File: config.mk
export PLATFORM = sky130hd
export DESIGN_NAME = maze_walker
export DESIGN_NICKNAME = d
export VERILOG_FILES = /design/src/rtl/maze_walker.sv
export SDC_FILE = /design/constraint.sdc
export NUM_CORES = 1
export LEC_CHECK = 0
export ABC_AREA = 1
export CAP_MARGIN = 30
export CORE_MARGIN = 2
export CORE_UTILIZATION = 51
export CTS_CLUSTER_DIAMETER = 150
export CTS_CLUSTER_SIZE = 10
export DETAILED_ROUTE_END_ITERATION = 8
export PLACE_DENSITY = 0.95
export RECOVER_POWER = 50
export SLEW_MARGIN = 25
export SYNTH_ARGS = -nofsm -noshare
export SYNTH_HDL_FRONTEND = slang
export SYNTH_SLANG_ARGS = --single-unit
File: constraint.sdc
create_clock -name clk -period 4.9 [get_ports clk]
set_input_delay 1.225 -clock clk [delete_from_list [all_inputs] [get_ports clk]]
set_output_delay 1.225 -clock clk [all_outputs]
set_load 0.05 [all_outputs]
File: src/rtl/maze_walker.sv
// maze_walker: wall-follower maze solver with a left/right-hand rule selected
// at run start, grid-boundary awareness, a saturating step counter with
// timeout, and found/failed status.
// Optional feature: define MAZE_WALKER_PATH_EN to keep a visited-cell map on
// `path`. Without it, `path` reads as all zero and there is no path storage.
module maze_walker #(
    parameter int SIZE      = 9,
    parameter int N         = $clog2(SIZE),
    parameter int MAX_STEPS = 1023,
    parameter int SW        = 10
) (
    input  logic                      clk,
    input  logic                      rst,
    input  logic                      start,
    input  logic                      hand,
    input  logic [SIZE-1:0][SIZE-1:0] maze,
    output logic [N-1:0]              x,
    output logic [N-1:0]              y,
    output logic                      busy,
    output logic                      done,
    output logic                      found,
    output logic                      timeout,
    output logic [SW-1:0]             steps,
    output logic [SIZE-1:0][SIZE-1:0] path
);

    typedef enum logic [2:0] {
        IDLE, FIND_EXIT, FIND_ENTRY, VISIT, PICK, MOVE, DONE
    } state_t;

    // Headings: adding 1 turns right, subtracting 1 turns left.
    localparam logic [1:0] HN = 2'd0, HE = 2'd1, HS = 2'd2, HW = 2'd3;
    localparam logic [N-1:0]  LAST = N'(SIZE - 1);
    localparam logic [SW-1:0] MAXS = SW'(MAX_STEPS);

    state_t        state, state_n;
    logic [N-1:0]  x_n, y_n, ex, ex_n;
    logic [1:0]    hd, hd_n;
    logic          hand_q, hand_n;
    logic [SW-1:0] steps_n;
    logic          found_n, timeout_n;
    logic [3:0]    opn;
    logic [1:0]    c0, c1, c2, c3;

    // Open neighbours per heading; anything beyond the grid edge is a wall.
    always_comb begin
        opn[HN] = (y != '0)   && !maze[y - N'(1)][x];
        opn[HE] = (x != LAST) && !maze[y][x + N'(1)];
        opn[HS] = (y != LAST) && !maze[y + N'(1)][x];
        opn[HW] = (x != '0)   && !maze[y][x - N'(1)];
        c0 = hand_q ? hd - 2'd1 : hd + 2'd1;
        c1 = hd;
        c2 = hand_q ? hd + 2'd1 : hd - 2'd1;
        c3 = hd + 2'd2;
    end

    // Next-state, datapath updates and status outputs.
    always_comb begin
        state_n   = state;
        x_n       = x;
        y_n       = y;
        ex_n      = ex;
        hd_n      = hd;
        hand_n    = hand_q;
        steps_n   = steps;
        found_n   = found;
        timeout_n = timeout;
        busy      = (state != IDLE) && (state != DONE);
        done      = (state == DONE);
        case (state)
            IDLE, DONE: if (start) begin
                state_n   = FIND_EXIT;
                x_n       = '0;
                y_n       = '0;
                ex_n      = '0;
                hd_n      = HS;
                hand_n    = hand;
                steps_n   = '0;
                found_n   = 1'b0;
                timeout_n = 1'b0;
            end
            FIND_EXIT: begin
                if (!maze[SIZE-1][ex]) state_n = FIND_ENTRY;
                else if (ex == LAST)   state_n = DONE;
                else                   ex_n = ex + N'(1);
            end
            FIND_ENTRY: begin
                if (!maze[0][x])     state_n = VISIT;
                else if (x == LAST)  state_n = DONE;
                else                 x_n = x + N'(1);
            end
            VISIT: begin
                if (x == ex && y == LAST) begin
                    found_n = 1'b1;
                    state_n = DONE;
                end else if (steps == MAXS) begin
                    timeout_n = 1'b1;
                    state_n   = DONE;
                end else begin
                    state_n = PICK;
                end
            end
            PICK: begin
                state_n = MOVE;
                if      (opn[c0]) hd_n = c0;
                else if (opn[c1]) hd_n = c1;
                else if (opn[c2]) hd_n = c2;
                else if (opn[c3]) hd_n = c3;
                else              state_n = DONE;
            end
            MOVE: begin
                case (hd)
                    HN:      y_n = y - N'(1);
                    HE:      x_n = x + N'(1);
                    HS:      y_n = y + N'(1);
                    default: x_n = x - N'(1);
                endcase
                steps_n = (steps == '1) ? steps : steps + SW'(1);
                state_n = VISIT;
            end
            default: state_n = IDLE;
        endcase
    end

    // State and datapath registers.
    always_ff @(posedge clk or negedge rst) begin
        if (!rst) begin
            state   <= IDLE;
            x       <= '0;
            y       <= '0;
            ex      <= '0;
            hd      <= HS;
            hand_q  <= 1'b0;
            steps   <= '0;
            found   <= 1'b0;
            timeout <= 1'b0;
        end else begin
            state   <= state_n;
            x       <= x_n;
            y       <= y_n;
            ex      <= ex_n;
            hd      <= hd_n;
            hand_q  <= hand_n;
            steps   <= steps_n;
            found   <= found_n;
            timeout <= timeout_n;
        end
    end

`ifdef MAZE_WALKER_PATH_EN
    logic [SIZE-1:0][SIZE-1:0] path_q;
    logic path_clr, path_set;
    assign path_clr = ((state == IDLE) || (state == DONE)) && start;
    assign path_set = (state == VISIT);

    // Visited-cell map: cleared on each accepted start, marked on every visit.
    always_ff @(posedge clk or negedge rst) begin
        if (!rst)          path_q <= '0;
        else if (path_clr) path_q <= '0;
        else if (path_set) path_q[y][x] <= 1'b1;
    end
    assign path = path_q;
`else
    assign path = '0;
`endif

endmodule

### After elaboration in Yosys (flattened, before gate mapping)

Index checks and enable logic that the tools add are counted.

| word-level totals | value |
|---|---|
| bits in registers | 30 |
| output and inout bits | 103 |
| word-level logic and storage cells | 156 |
| input port bits | 85 |

| cells by class | value |
|---|---|
| reduce and logical (&&, ||, !) cells | 31 |
| order comparisons | 11 |
| multiplexer cells | 65 |
| add/subtract/negate cells | 9 |
| eq/ne operators | 31 |

Operators by type and width:

| operator | number |
|---|---|
| 9-bit binary-select mux with 4-bit select | 3 |
| 4-bit by 5-bit less-than comparator with 1-bit output (second input constant) | 7 |
| 4-bit one-hot mux with 2 select lines | 4 |
| 9-bit two-way mux | 3 |
| 2-bit two-way mux | 13 |
| 1-bit binary-select mux with 4-bit select | 6 |
| 10-bit two-way mux | 2 |
| 4-bit two-way mux | 5 |
| 2-bit != test (second input constant) | 10 |
| 10-bit one-hot mux with 2 select lines | 1 |
| 3-bit one-hot mux with 6 select lines | 1 |
| 3-bit two-way mux | 5 |
| 3-bit != test (second input constant) | 5 |
| 1-bit two-way mux | 14 |
| 4-bit by 1-bit adder with 4-bit output (second input constant) | 3 |
| 4-bit == test (second input constant) | 3 |
| 2-bit by 3-bit less-than comparator with 1-bit output (second input constant) | 4 |
| 4-bit != test (second input constant) | 3 |
| 4-bit one-hot mux with 3 select lines | 1 |
| 3-bit AND reduction | 4 |
| 4-bit AND reduction | 3 |
| 10-bit by 1-bit adder with 10-bit output (second input constant) | 1 |
| 10-bit == test (second input constant) | 1 |
| 3-bit == test (second input constant) | 3 |
| other kinds (22) | 42 |

### Longest topological paths before layout

Gate-level depths: netlist of run 1.

| logic depth | value |
|---|---|
| depth after elaboration | 14 |
| depth in mapped cells | 26 |
| depth with buffers taken out | 22 |

### Worst setup path after synthesis of run 1

No wires, ideal clock.

| timing | value |
|---|---|
| kind | reg-to-reg |
| start point | register y[0] |
| end point | register hd[0], in the netlist c1[0] |
| buffers on the path | 5 |
| setup time | 0.117 ns |
| period minus slack after synthesis | 3.073 ns |
| required time | 4.783 ns |
| arrival | 2.956 ns |
| slack | 1.827 ns |
| stages on the path, launching flop included | 25 |
| cell sequence | dfrtp_1 -> buf_6 -> inv_4 -> buf_6 -> buf_6 -> ha_1 -> buf_2 -> clkbuf_1 -> o211ai_1 -> nand3_1 -> nand2_1 -> nand2_1 -> nand2_1 -> nand3_1 -> nand2_1 -> nand2_1 -> nand4_1 -> nand2_1 -> nand2_1 -> nand2_2 -> nor2_4 -> nor2_4 -> nand3_1 -> nand2_1 -> nand2_1 |

| on the way | value |
|---|---|
| cells in the longest elaborated chain, start to end | 13 |
| elaborated cells between the ends (all ways) | 41 |
| classes of those cells | add/sub (2); eq/ne (3); mux (26); reduce/logical (10) |

Ends and longest elaborated chain:

| item | line | text |
|---|---|---|
| start, declared | 18 | `output logic [N-1:0] y,` |
| start signal, assigned | 140 | `y <= y_n;` |
| 4-bit by 1-bit subtractor with 4-bit output / 4-bit by 1-bit adder with 4-bit output (equally long branches) | 47, 49 |  |
| 9-bit binary-select mux with 4-bit select (on tied branches) | 47, 49 |  |
| 9-bit two-way mux (on tied branches) | 47, 49 |  |
| 1-bit binary-select mux with 4-bit select (on tied branches) | 47, 49 |  |
| 1-bit two-way mux (on tied branches) | 47, 49 |  |
| 1-bit logical NOT (on tied branches) | 47, 49 |  |
| 1-bit logical AND (on tied branches) | 47, 49 |  |
| 1-bit binary-select mux with 2-bit select | 107 | `else if (opn[c2]) hd_n = c2;` |
| 1-bit two-way mux (implied by the code) | 107 |  |
| 2-bit two-way mux | 107 |  |
| 2-bit two-way mux | 106 | `else if (opn[c1]) hd_n = c1;` |
| 2-bit two-way mux | 105 | `if (opn[c0]) hd_n = c0;` |
| 2-bit one-hot mux with 2 select lines | 70 | `case (state)` |
| end signal, assigned | 142 | `hd <= hd_n;` |
| end, declared | 38 | `logic [1:0] hd, hd_n;` |

Several ways; a longest one is shown, not always the timed one. The select of a mux whose other input is x is not followed.
A chain may end at the register's enable or synchronous reset.

### Final worst setup path of run 1

Same ends and word-level chain as after synthesis.

==> metrics.yaml, run 1 <==
clock_tree:
  tritoncts: "done"
  cts_buffers: 5
  clock_transition_at_the_registers_of_the_reported_paths_ps: 70
  post-cts-setup-buffer-count: 0
  clk-insertion-delay-late_ps: 280
  post_cts_hold_buffers: 0
  clock_tree.buffer_depth: 2
  ctsHtreeMaxLevel: 2
  postCtsResizedCells: 0
  tritoncts_num_sinks: 30
  cts_root_buf: "sky130_fd_sc_hd__clkbuf_8"
yosys:
  synth_commonest_cells: "sky130_fd_sc_hd__nand2_1 (296), sky130_fd_sc_hd__nand3_1 (139), sky130_fd_sc_hd__inv_1 (105), sky130_fd_sc_hd__buf_4 (88), sky130_fd_sc_hd__nor2_1 (66)"
  synth_edf_count: 0
  postSynthCellCount: 983
  yosys.area.top_type_share: 0.1992
  yosys_warnings: 0
  synthDominantAreaCellType: "sky130_fd_sc_hd__nand2_1"
  synth.top_cells.by_area: "sky130_fd_sc_hd__nand2_1 (20%), sky130_fd_sc_hd__dfrtp_1 (13%), sky130_fd_sc_hd__nand3_1 (12%)"
  async_reset_ff_frac: 1.000
  synth-main-ff-cell: "sky130_fd_sc_hd__dfrtp_1"
  yosysSeqAreaShare: 0.1348
  post-synth-top-count-cell: "sky130_fd_sc_hd__nand2_1"
  synth_cell_type_count: 50
  syn-cell-area_um2: 5578
  yosys_register_bits: 30
  synth_area_per_cell_um2: 5.674
floorplan:
  design.die.area_um2: 11790
  design.core.area_um2: 10750
  start_util: 0.5191
  io-pin-count: 188
  die_width_um: 108.6
  floorplan.rows: 38
  die_h_um: 108.6
sta:
  finalHoldViolCount: 0
  final_min_period_over_clock_period: 0.7418
  setup_viol_count_final: 0
  rsz0062_at_grt: "no"
  slew-limit-headroom: -0.1276
  worstMarginPinSlew_ps: 1691
  fmax_mhz: 275.1
  final.min_clock_period_ps: 3635
  setup_ws_ps: 1265
  fin_skew_ps: 5.647
  finalSetupTns_ps: 0
  timing.final.max_slew_violations: 31
layout:
  syn2layout_area_growth_pct: 14.06
  nFillCells: 1036
  antenna_cells_inserted: 0
  layout-drive-gt1-share: 0.05104
  final_area_um2: 6362
  nets: 1152
worst_setup_path:
  regToRegSetupSlack_ps: 1270
  startpoint: "y[0]"
  critPathMaxStageDelay_ps: 810
  crit_family: "simple AND/OR/NAND/NOR gates"
  critical_path.endpoint_type: "register"
  criticalPathCategory: "reg2reg"
  critPathArrivalTime_ps: 3810
  crit_chain: "inv_4, ha_1, inv_2, o211ai_1, nand3_1, nand2_1, nand2_1, nand2_1, nand3_1, nand2_1, nand2_1, nand4_1, nand2_1, nand2_1, nand2_1, nor2_1, nand2_2, nand3_1, nand2_1, nand2_1"
  timing.rr.start: "y[0]"
  critPathMaxFanout: 62
  startpoint_type_of_the_worst_setup_path: "register"
  crit_slowest_cell: "sky130_fd_sc_hd__dfrtp_4"
  crit_path_frequent_cell: "sky130_fd_sc_hd__nand2_1"
  path_buf_inv: 2
  worst_ep_required_time_ps: 5070
run_status:
  failing_checks: "capacitance limit, slew limit"
  outcome: "finished, violations left"
power_and_ir_drop:
  total_switching_power_mw: 2.303
  powerDensity_nw_per_um2: 580.0
  clkPwrFrac: 0.067
  power.ir.vdd_worst_mv: 0.3866
  swShare: 0.6240
  static_leakage_nw: 3.154
  seqPwrFrac: 0.124
  power.share.combinational: 0.809
  internal_power_mw: 1.388
route:
  drcViolationCount: 0
  drt.antenna.violating_nets: 0
  vias_per_cell: 5.341
  drt_iter0_drc: 618
  detail_route.wl_per_cell_um: 13.76
  routed-via-count: 6398
  firstDrtPassIters: 8
  final_wirelength_um: 16480
global_routing:
  pin_count_of_the_biggest_net_entering_global_routing: 69
  grt_pass1_vias: 5719
  grt_util_all_layers: 0.2768
  grt_remaining_overflow: 0
  antenna_found_initial: 0
  grt_pass1_wl_um: 26520
placement:
  place.port_buffers: 106
  place.gp.congestion: 1.016
  place_worst_setup_slack_ps: 1451
  dpl-instance-area_um2: 6260
  detailedPlacementHpwl_um: 12570
run:
  number_of_maximum_capacitance_violations: 1
worst_hold_path:
  timing.hold.worst.class: "reg2reg"
  min-delay-start: "steps[5]"
placed cells by master (no fill, tap or decap), types with 3 or more instances in the layout:
cell / netlist / final
sky130_fd_sc_hd__xor2_1: 6 / 6
sky130_fd_sc_hd__o22ai_1: 6 / 6
sky130_fd_sc_hd__nor2_1: 66 / 67
sky130_fd_sc_hd__o21ai_0: 55 / 55
sky130_fd_sc_hd__conb_1: 1 / 81
sky130_fd_sc_hd__nand2_2: 9 / 9
sky130_fd_sc_hd__nand3_1: 139 / 139
sky130_fd_sc_hd__nor3_1: 8 / 8
sky130_fd_sc_hd__clkinv_1: 4 / 5
sky130_fd_sc_hd__ha_1: 10 / 10
sky130_fd_sc_hd__o21ai_1: 16 / 16
sky130_fd_sc_hd__clkdlybuf4s50_1: 0 / 100
sky130_fd_sc_hd__nand2_1: 296 / 296
sky130_fd_sc_hd__a31oi_1: 4 / 4
sky130_fd_sc_hd__dlygate4sd3_1: 0 / 6
sky130_fd_sc_hd__o211ai_1: 18 / 18
sky130_fd_sc_hd__nand4_1: 7 / 7
sky130_fd_sc_hd__inv_1: 105 / 105
sky130_fd_sc_hd__nand3_2: 5 / 5
sky130_fd_sc_hd__clkbuf_8: 0 / 5
sky130_fd_sc_hd__nor2_4: 3 / 3
sky130_fd_sc_hd__buf_4: 88 / 4
sky130_fd_sc_hd__inv_2: 12 / 11
sky130_fd_sc_hd__dfrtp_1: 29 / 28
sky130_fd_sc_hd__a21oi_1: 30 / 30
metrics by stage:
stage	power, mW	hold slack [ps]	utilization	instances
6_report	3.690	508.7	0.5921	1198
5_1_grt	4.041	530.7	0.5921	1198
2_1_floorplan	2.840	461.0	-	1063
3_3_place_gp	3.320	493.1	0.5826	1190
4_1_cts	3.635	509.7	0.5927	1198
3_5_place_dp	3.371	494.4	0.5826	1190
per-layer routing:
| layer | GRT usage | share of wire |
|---|---|---|
| met1 | 0.3473 | 0.40 |
| met2 | 0.4652 | 0.46 |
| met3 | 0.02954 | 0.091 |
| met4 | 0.1474 | 0.047 |
| met5 | 0 | 0 |
cell type report:
cell class / instances / area (um2) / area share
clock buffer: 5 / 68.82 / 0.01082
clock inverter: 3 / 40.04 / 0.006293
inverter: 122 / 460.4 / 0.07237
multi-input combinational: 787 / 3767 / 0.5921
sequential: 30 / 755.7 / 0.1188
tap: 140 / 175.2 / 0.02753
timing repair buffer: 111 / 1095 / 0.1721
sequential cells by signal, summed over array words and instances, names as in the netlist:
register,count
c1,2
ex,4
found,1
hand_q,1
state,3
steps,10
timeout,1
x,4
y,4
path summary, 6_finish.rpt:
path	to	depth (start not counted)
setup / recovery	c1[0]	20
hold / removal	steps[6]	1
setup reg to reg	c1[0]	20
hold reg to reg	steps[6]	1
max in group asynchronous	y[0]	2
min in group asynchronous	x[3]	2
logic make-up (layout without fill, tap and decap cells):
| group | count (synthesis) | after routing | share of synthesized area |
|---|---|---|---|
| other | 1 | 81 | 0.0006723 |
| adders and majority gates | 10 | 10 | 0.02243 |
| and+or+nand+nor | 542 | 542 | 0.4240 |
| buffers and inverters | 246 | 241 | 0.2432 |
| xor gates and xnor gates | 12 | 12 | 0.02827 |
| DFF | 30 | 30 | 0.1348 |
| muxes | 2 | 2 | 0.003589 |
| AOI/OAI and AO/OA | 140 | 140 | 0.1431 |
power by group through the flow:
stage	registers [mW]	logic, mW	clock network (mW)
finish	0.458	2.98	0.248
global route	0.469	3.31	0.262
CTS	0.455	2.93	0.254
detailed placement	0.457	2.91	0
global placement	0.455	2.87	0
floorplan	0.466	2.37	0
Power figures use the tool's default switching activity.
==> run 2, diff against run 1 <==
--- a/config.mk
+++ b/config.mk
@@ -8,11 +8,11 @@
 export ABC_AREA = 1
 export CAP_MARGIN = 30
 export CORE_MARGIN = 2
-export CORE_UTILIZATION = 51
+export CORE_UTILIZATION = 48
 export CTS_CLUSTER_DIAMETER = 150
 export CTS_CLUSTER_SIZE = 10
 export DETAILED_ROUTE_END_ITERATION = 8
-export PLACE_DENSITY = 0.95
+export PLACE_DENSITY = 0.93
 export RECOVER_POWER = 50
 export SLEW_MARGIN = 25
 export SYNTH_ARGS = -nofsm -noshare
==> constraint.sdc (replaced) <==
create_clock -name clk -period 3.4 [get_ports clk]
set_input_delay 0.85 -clock clk [delete_from_list [all_inputs] [get_ports clk]]
set_output_delay 0.85 -clock clk [all_outputs]
set_load 0.05 [all_outputs]
==> metrics.yaml, run 2 (synthesized netlist as in run 1, its figures left out) <==
run_status:
  outcome: "finished, final reports clean"
layout:
  final_area_um2: 6519  # +2.5%
  syn2layout_area_growth_pct: 16.87
  final-instance-count-excl-fill: 1211  # +1.1%
  nets: 1162  # +0.87%
  largest_register_ffs: 10  # unchanged
  nFillCells: 1144  # +10%
  layout.cells.most_common: "sky130_fd_sc_hd__nand2_1"
  layout-drive-gt1-share: 0.05899  # +0.007949
  layout.core_utilization: 0.5733  # -0.01876
  antenna_cells_inserted: 0  # unchanged
  mostFrequentLayoutCells: "sky130_fd_sc_hd__nand2_1 (296), sky130_fd_sc_hd__nand3_1 (139), sky130_fd_sc_hd__inv_1 (105), sky130_fd_sc_hd__clkdlybuf4s50_1 (103), sky130_fd_sc_hd__conb_1 (81)"
  largest-register: "steps"
clock_tree:
  clock_transition_at_the_registers_of_the_reported_paths_ps: 50  # -20 ps
  post-cts-setup-buffer-count: 0  # unchanged
  ctsHtreeMaxLevel: 2  # unchanged
  clock_tree.buffer_depth: 2  # unchanged
  clk-insertion-delay-late_ps: 280  # about the same
  cts_root_buf: "sky130_fd_sc_hd__clkbuf_16"
  cts_buffers: 5  # unchanged
  tritoncts_num_sinks: 30  # unchanged
  postCtsResizedCells: 0  # unchanged
  post_cts_hold_buffers: 0  # unchanged
  tritoncts: "done"
floorplan:
  floorplan.rows: 39  # +2.6%
  start_util: 0.4906  # -0.02851
  die_width_um: 111.8  # +3.0%
  design.die.area_um2: 12500  # +6.0%
  io-pin-count: 188  # unchanged
  design.core.area_um2: 11370  # +5.8%
  die_h_um: 111.8  # +3.0%
route:
  drt.antenna.violating_nets: 0  # unchanged
  firstDrtPassIters: 6  # -2
  vias_per_cell: 5.312  # -0.53%
  final_wirelength_um: 16940  # +2.8%
  detail_route.wl_per_cell_um: 13.99  # +1.7%
  drcViolationCount: 0  # unchanged
  drt_iter0_drc: 613  # -0.81%
  routed-via-count: 6433  # +0.55%
worst_setup_path:
  critPathArrivalTime_ps: 3270  # -540 ps
  path_buf_inv: 2  # unchanged
  critPathMaxFanout: 34  # -45%
  crit_slowest_cell: "sky130_fd_sc_hd__dfrtp_4"
  worst_ep_required_time_ps: 3570  # -1500 ps
  criticalPathCategory: "reg2reg"
  startpoint_type_of_the_worst_setup_path: "register"
  critPathMaxStageDelay_ps: 560  # -250 ps
  crit_path_frequent_cell: "sky130_fd_sc_hd__nand2_1"
  critical_path.endpoint_type: "register"
  crit_chain: "inv_4, ha_1, inv_2, o211ai_1, nand3_1, nand3_1, nand2_1, nand2_1, nand2_1, nand2_1, nand2_1, nand4_1, nand2_1, nand2_1, nand2_2, nor2_4, nor2_4, nand3_1, nand2_1, nand2_1"
  crit_family: "simple AND/OR/NAND/NOR gates"
worst_hold_path:
  timing.hold.worst.class: "reg2reg"
sta:
  final_min_period_over_clock_period: 0.9122  # +0.1704
  fmax_mhz: 322.4  # +17%
  timing.final.max_slew_violations: 0  # -100%
  finalHoldViolCount: 0  # unchanged
  finalSetupTns_ps: 0  # unchanged
  rsz0062_at_grt: "no"
  setup_viol_count_final: 0  # unchanged
  fin_skew_ps: 5.242  # -0.4048 ps
  slew-limit-headroom: 0.4335  # +0.5611
  final.min_clock_period_ps: 3101  # -533.3 ps
  worstMarginPinSlew_ps: 828.4  # -863.1 ps
global_routing:
  grt_pass1_vias: 5816  # +1.7%
  antenna_found_initial: 0  # unchanged
  grt_pass1_wl_um: 27610  # +4.1%
  grt_remaining_overflow: 0  # unchanged
  grt_util_all_layers: 0.2636  # -0.01315
  pin_count_of_the_biggest_net_entering_global_routing: 119  # +72%
placement:
  dpl-instance-area_um2: 6364  # +1.7%
  detailedPlacementHpwl_um: 13050  # +3.8%
  placed_cells_incl_taps: 1203  # +1.1%
  place.port_buffers: 106  # unchanged
  place.gp.congestion: 0.9754  # -4.0%
power_and_ir_drop:
  powerDensity_nw_per_um2: 857.1  # +48%
  power_mw: 5.588  # +51%
  power.ir.vdd_worst_mv: 0.5561  # +44%
  static_leakage_nw: 3.223  # +2.2%
run:
  number_of_maximum_capacitance_violations: 0  # -1
-- run 2: cell type report --
type,instances,area (um2),area share
multi-input cells,787,3767,0.5779
repair buffers,121,1191,0.1827
flip-flops and latches,30,755.7,0.1159
inverters,122,460.4,0.07063
well taps,143,178.9,0.02745
clock buffers,5,125.1,0.01919
clock inverters,3,40.04,0.006142
-- run 2: routing by layer --
layer  GRT usage  up-vias  routed length, um
met5           0        -                  0
met4      0.1062        0                615
met3     0.04573       56               1745
met2      0.4448      370               7880
met1      0.3343     2840               6704
li1            -     3167                  -
-- run 2: worst reg2reg max path: stages, from the launching register on --
cell,delay [ps]
sky130_fd_sc_hd__dfrtp_4,560
sky130_fd_sc_hd__inv_4,220
sky130_fd_sc_hd__ha_1,300
sky130_fd_sc_hd__inv_2,440
sky130_fd_sc_hd__o211ai_1,190
sky130_fd_sc_hd__nand3_1,100
sky130_fd_sc_hd__nand3_1,130
sky130_fd_sc_hd__nand2_1,110
sky130_fd_sc_hd__nand2_1,50
sky130_fd_sc_hd__nand2_1,50
sky130_fd_sc_hd__nand2_1,40
sky130_fd_sc_hd__nand2_1,70
sky130_fd_sc_hd__nand4_1,120
sky130_fd_sc_hd__nand2_1,120
sky130_fd_sc_hd__nand2_1,70
sky130_fd_sc_hd__nand2_2,70
sky130_fd_sc_hd__nor2_4,40
sky130_fd_sc_hd__nor2_4,100
sky130_fd_sc_hd__nand3_1,80
sky130_fd_sc_hd__nand2_1,60
sky130_fd_sc_hd__nand2_1,50
-- run 2: per-stage QoR --
stage	hold WS (ps)	setup slack [ps]
final	496.3	298.6
after global placement	481.6	396.6
after CTS	500.3	350.8
after global routing	542.4	21.47
after detailed placement	490.9	343.5
after floorplan	461.0	327.0
-- run 2: final timing paths --
check                            to  slack [ps]  cells after the start     start
setup reg to reg              c1[0]         300                     20      y[0]
setup / recovery              c1[0]         300                     20      y[0]
hold / removal             steps[6]         500                      1  steps[5]
max in group asynchronous  steps[6]        1310                      2       rst
min in group asynchronous      y[2]        1130                      1       rst
hold reg to reg            steps[6]         500                      1  steps[5]
-- run 2: report_power, final --
part           internal, mW  switching (mW)  total (mW)
registers             0.454           0.124       0.578
clock network         0.342           0.160       0.502
logic                  1.42            3.08        4.51
total                  2.22            3.37        5.59
